File: config.mk
export PLATFORM = sky130hd
export DESIGN_NAME = uart_rx_cmd
export DESIGN_NICKNAME = d
export VERILOG_FILES = /design/src/rtl/uart_rx_cmd.sv
export SDC_FILE = /design/constraint.sdc
export NUM_CORES = 1
export LEC_CHECK = 0
export BUFFER_PORTS_ARGS = -buffer_cell sky130_fd_sc_hd__buf_2
export CORE_MARGIN = 1.5
export CORE_UTILIZATION = 25
export DETAILED_ROUTE_END_ITERATION = 10
export PLACE_DENSITY_LB_ADDON = 0.12
export REMOVE_ABC_BUFFERS = 1
export SYNTH_ARGS = -nofsm -noshare
export SYNTH_HDL_FRONTEND = slang
export SYNTH_SLANG_ARGS = --single-unit
File: constraint.sdc
create_clock -name clk -period 4.57 [get_ports clk]
set_input_delay 0.914 -clock clk [delete_from_list [all_inputs] [get_ports clk]]
set_output_delay 0.914 -clock clk [all_outputs]
set_load 0.1 [all_outputs]
File: src/rtl/uart_rx_cmd.sv
// uart_rx_cmd: UART receiver (8N1, LSB first) with valid/ack byte handoff; define UART_RX_PARITY_EN for 8E1
module uart_rx_cmd #(
    parameter int CLKS_PER_BIT = 87,
    parameter int CNT_W        = 8
) (
    input  logic       clk,
    input  logic       rst_n,
    input  logic       rx_in,
    input  logic       rx_ack,
    output logic [7:0] rx_data,
    output logic       rx_valid,
    output logic       rx_busy,
    output logic       frame_err,
    output logic       overrun,
    output logic       parity_err
);
    localparam logic [2:0] IDLE  = 3'd0;
    localparam logic [2:0] START = 3'd1;
    localparam logic [2:0] DATA  = 3'd2;
    localparam logic [2:0] STOP  = 3'd3;
    localparam logic [2:0] BRK   = 3'd4;
`ifdef UART_RX_PARITY_EN
    localparam logic [2:0] PARITY = 3'd5;
`endif
    localparam logic [CNT_W-1:0] LAST = CNT_W'(CLKS_PER_BIT - 1);
    localparam logic [CNT_W-1:0] HALF = CNT_W'(CLKS_PER_BIT / 2 - 1);

    logic [1:0]       sync_q, tap_q;
    logic             rxf_q, rxf_prev_q, maj;
    logic [2:0]       state_q, state_d, bit_q, bit_d;
    logic [CNT_W-1:0] cnt_q, cnt_d;
    logic [7:0]       shift_q, shift_d, data_q, data_d;
    logic             done_q, done_d, ferr_q, ferr_d, valid_q, valid_d, over_q, over_d;
    logic             wrap, par_ok, take;
`ifdef UART_RX_PARITY_EN
    logic             perr_q, perr_d, pbad_q, pbad_d;
    assign par_ok = !pbad_q;
`else
    assign par_ok = 1'b1;
`endif

    assign maj  = (sync_q[1] & tap_q[0]) | (sync_q[1] & tap_q[1]) | (tap_q[0] & tap_q[1]);
    assign wrap = cnt_q == LAST;

    // Two-flop synchroniser feeding a registered 3-tap majority vote; idles high
    always_ff @(posedge clk or negedge rst_n) begin
        if (!rst_n) begin
            sync_q     <= '1;
            tap_q      <= '1;
            rxf_q      <= 1'b1;
            rxf_prev_q <= 1'b1;
        end else begin
            sync_q     <= {sync_q[0], rx_in};
            tap_q      <= {tap_q[0], sync_q[1]};
            rxf_q      <= maj;
            rxf_prev_q <= rxf_q;
        end
    end

    // Frame sequencing: start qualification, mid-bit sampling, stop/parity checks
    always_comb begin
        state_d = state_q;
        bit_d   = bit_q;
        shift_d = shift_q;
        done_d  = 1'b0;
        ferr_d  = 1'b0;
`ifdef UART_RX_PARITY_EN
        perr_d  = 1'b0;
        pbad_d  = pbad_q;
`endif
        case (state_q)
            IDLE:  if (rxf_prev_q && !rxf_q) state_d = START;
            START: if (cnt_q == HALF) begin
                state_d = rxf_q ? IDLE : DATA;
                bit_d   = 3'd0;
            end
            DATA:  if (wrap) begin
                shift_d = {rxf_q, shift_q[7:1]};
                bit_d   = bit_q + 3'd1;
`ifdef UART_RX_PARITY_EN
                if (bit_q == 3'd7) state_d = PARITY;
`else
                if (bit_q == 3'd7) state_d = STOP;
`endif
            end
`ifdef UART_RX_PARITY_EN
            PARITY: if (wrap) begin
                pbad_d  = ^shift_q ^ rxf_q;
                perr_d  = pbad_d;
                state_d = STOP;
            end
`endif
            STOP:  if (wrap) begin
                state_d = rxf_q ? IDLE : BRK;
                done_d  = rxf_q & par_ok;
                ferr_d  = !rxf_q;
            end
            BRK:   if (rxf_q) state_d = IDLE;
            default: state_d = IDLE;
        endcase
        cnt_d = (state_d != state_q || wrap) ? '0 : cnt_q + 1'b1;
    end

    // Hand the completed byte to the consumer; a held byte plus a new one without ack is an overrun
    always_comb begin
        take    = done_q && (!valid_q || rx_ack);
        valid_d = (valid_q && rx_ack) ? 1'b0 : valid_q;
        over_d  = (valid_q && rx_ack) ? 1'b0 : over_q;
        data_d  = take ? shift_q : data_q;
        valid_d = take ? 1'b1 : valid_d;
        over_d  = (done_q && !take) ? 1'b1 : over_d;
    end

    // State and output registers
    always_ff @(posedge clk or negedge rst_n) begin
        if (!rst_n) begin
            state_q <= IDLE;
            cnt_q   <= '0;
            bit_q   <= '0;
            shift_q <= '0;
            done_q  <= 1'b0;
            ferr_q  <= 1'b0;
            data_q  <= '0;
            valid_q <= 1'b0;
            over_q  <= 1'b0;
`ifdef UART_RX_PARITY_EN
            perr_q  <= 1'b0;
            pbad_q  <= 1'b0;
`endif
        end else begin
            state_q <= state_d;
            cnt_q   <= cnt_d;
            bit_q   <= bit_d;
            shift_q <= shift_d;
            done_q  <= done_d;
            ferr_q  <= ferr_d;
            data_q  <= data_d;
            valid_q <= valid_d;
            over_q  <= over_d;
`ifdef UART_RX_PARITY_EN
            perr_q  <= perr_d;
            pbad_q  <= pbad_d;
`endif
        end
    end

    assign rx_data   = data_q;
    assign rx_valid  = valid_q;
    assign rx_busy   = state_q != IDLE;
    assign frame_err = ferr_q;
    assign overrun   = over_q;
`ifdef UART_RX_PARITY_EN
    assign parity_err = perr_q;
`else
    assign parity_err = 1'b0;
`endif
endmodule

==> results.cfg <==
[synthesis]
post_synth_num_cell_types = 38
ys_dominant_reg_cell = sky130_fd_sc_hd__dfrtp_1
yosys.cell_count.top_type = sky130_fd_sc_hd__dfrtp_1
netlist.top_cell.by_area = sky130_fd_sc_hd__dfrtp_1
ys.warnings.count = 0
synth_sequential_area_ratio = 0.5841
post_synth_instance_area_sq_um = 1727
synth.top_cell.area_share = 0.4928
netlist_top_cells_area = sky130_fd_sc_hd__dfrtp_1 49%, sky130_fd_sc_hd__dfstp_2 9.1%, sky130_fd_sc_hd__mux2_2 5.9%
syn_avg_cell_area_sq_um = 13.18
cells_after_synth = 131
synth-edff-count = 0
async_reset_ff_frac = 1.000
synth_top_cells_by_count = 34 x sky130_fd_sc_hd__dfrtp_1, 9 x sky130_fd_sc_hd__mux2_2, 9 x sky130_fd_sc_hd__nand2_1
ys_seq_elements = 40

[routing]
finalWirelength_mm = 3.042
drt.antenna.violating_nets = 0
drt-pass1-iter-count = 2
avgViaCountPerCell = 4.491
drt_iter0_markers = 12
drc_errors = 0
routed-via-count = 1042
detail_route.wl_per_cell_microns = 13.11

[global_route]
grt-ovfl-total = 0
groute.usage.overall = 0.09513
grt_start_max_net_pins = 41
vias_in_the_first_global_route = 1075
grt_pass1_wl_mm = 5.313
initial_antenna_violation_count = 0

[floorplan]
num_io_pins = 17
num_rows = 30
fp.dieW_microns = 86.11
die-height_microns = 86.11
core-area_sq_um = 6719
initial_core_utilization = 0.2570
die_area_sq_um = 7414

[timing]
final_period_minus_worst_setup_slack_ns = 2.367
timing.final.max_slew_violations = 0
finalSetupTns_ns = 0
clock.fmax_mhz = 422.6
fin_crit_sh = 0.5178
max_slew_margin = 0.4125
timing_worst_slew_pin_value_ns = 0.8812
finalClockSkew_ns = 0.003905
finalSetupViolations = 0
grt_setup_unrepaired = false
hold_violations = 0

[cts]
number_of_clock_sinks = 40
hold_bufs_inserted_after_cts = 0
htree_levels = 2
cts_tree = yes
clk_pin_slew_worst_paths_ns = 0.07
clkLatencyLatePin_ns = 0.29
cts.repair_timing.setup_buffer_count = 0
cts_resized = 0
cts_buffers = 5
cts_root_buf = sky130_fd_sc_hd__clkbuf_8
clk_path_buf_depth = 2

[setup_path]
cp_data_required_time_ns = 3.66
reg2reg_setup_slack_ns = 2.62
worstPathCellList = or3_1, buf_2
critical_path.startpoint = state_q[2]$_DFF_PN0_
crit_type = flop to output pin
setup.worst_path.end = rx_busy
critical_path_buf_inv_count = 1
worstSetupEndpointType = output pin
worst_path_largest_cell_delay_ns = 0.46
reg_to_reg_endpoint = shift_q[2]$_DFFE_PN0P_
cp.depth = 2
rr_startpoint = cnt_q[0]$_DFF_PN0_
crit_family = flip-flops
critical_path.slowest_cell = sky130_fd_sc_hd__dfrtp_1
worstPathMaxFanout = 7
startpoint_type = flop
ff2ff_path_depth = 5
cp_data_arrival_time_ns = 1.45

[layout]
final_cells = 232
finalNetCount = 159
syn2layout_area_growth_pct = 14.13
final_layout_size_suffix_gt1_frac = 0.2895
diodes_inserted = 0

[placed_design]
io_buffer_count = 15
place_inst = 224
place.detailed.hpwl_mm = 2.107
gp_congestion = 0.7458

[pwr]
p_per_area_nw_per_um2 = 394.7
p_leak_nw = 0.9743
power.ir.vdd_worst_mv = 0.1889

[status]
result_of_the_run = finished clean

[run]
cap_violations = 0

[worst_hold_path]
holdCritPathClass = flop to flop
placed cells by master, fill, tap and decap left out, types with 4 or more instances in the layout:
cell type,instances
sky130_fd_sc_hd__dfrtp_1,34
sky130_fd_sc_hd__dfstp_2,6
sky130_fd_sc_hd__ha_1,4
sky130_fd_sc_hd__nor2_1,6
sky130_fd_sc_hd__buf_2,15
sky130_fd_sc_hd__clkbuf_8,5
sky130_fd_sc_hd__nand3_1,6
sky130_fd_sc_hd__xor2_1,4
sky130_fd_sc_hd__mux2_1,7
sky130_fd_sc_hd__mux2_2,9
sky130_fd_sc_hd__nand2_1,9
sky130_fd_sc_hd__inv_1,4
registers in the layout, summed over array words and instances, names as in the netlist, 2 cells and up:
| name | count |
|---|---|
| bit_q | 3 |
| cnt_q | 8 |
| sync_q | 2 |
| tap_q | 2 |
| rx_data | 8 |
| state_q | 3 |
| shift_q | 8 |
cell type report:
class                      count  area [sq um]
multi-input combinational     85         690.7
sequential                    40          1008
timing repair buffer          15         75.07
clock buffer                   7         76.32
fill                         696          4748
inverter                       4         15.01
clock inverter                 1         5.005
tap                           80         100.1
power by group:
group	internal, mW	switching [mW]
combinational	0.0581	0.0736
clock	0.107	0.118
sequential	0.384	0.0373
layer usage:
layer,up-vias,wire length (microns),track usage
li1,496,-,-
met1,522,1353,0.1138
met2,19,1483,0.1525
met3,5,147,0.03754
met4,0,57,0.03959
met5,-,0,0
cells by family after synthesis:
family	Yosys count	share of synthesized area
other cells	1	0.002172
buf+inv	6	0.01594
xor+xnor	6	0.03043
mux	18	0.1159
simple gates	45	0.1790
fa+ha+maj	5	0.03478
flops	40	0.5841
compound gates	10	0.03768
worst min path at each step:
| stage | slack (ns) | endpoint | start | cells after the start |
|---|---|---|---|---|
| after global routing | 0.37 | sync_q[1]$_DFF_PN1_ | sync_q[0]$_DFF_PN1_ | 0 |
| after global placement | 0.35 | sync_q[1]$_DFF_PN1_ | sync_q[0]$_DFF_PN1_ | 0 |
| after detailed placement | 0.35 | sync_q[1]$_DFF_PN1_ | sync_q[0]$_DFF_PN1_ | 0 |
| after CTS | 0.36 | sync_q[1]$_DFF_PN1_ | sync_q[0]$_DFF_PN1_ | 0 |
| after floorplan | 0.35 | sync_q[1]$_DFF_PN1_ | sync_q[0]$_DFF_PN1_ | 0 |
| final | 0.36 | sync_q[1]$_DFF_PN1_ | sync_q[0]$_DFF_PN1_ | 0 |
worst reg2reg max path: stages (launching register included):
cell and delay (ns):
sky130_fd_sc_hd__dfrtp_1 0.43, sky130_fd_sc_hd__inv_1 0.08, sky130_fd_sc_hd__ha_1 0.16, sky130_fd_sc_hd__and4b_1 0.26, sky130_fd_sc_hd__nand3_1 0.42, sky130_fd_sc_hd__mux2_1 0.47
stage by stage:
stage / instance area [sq um] / total power [mW] / setup WS, ns / util / hold slack [ns]
6_report: 1971 / 0.7779 / 2.203 / 0.2933 / 0.3609
5_1_grt: 1971 / 0.8364 / 2.142 / 0.2933 / 0.3679
4_1_cts: 1971 / 0.7937 / 2.191 / 0.2933 / 0.3641
3_5_place_dp: 1889 / 0.5614 / 2.524 / 0.2812 / 0.3526
3_3_place_gp: 1889 / 0.5579 / 2.545 / 0.2812 / 0.3516
2_1_floorplan: 1714 / 0.5261 / 2.459 / - / 0.3452
Power figures use the tool's default switching activity.
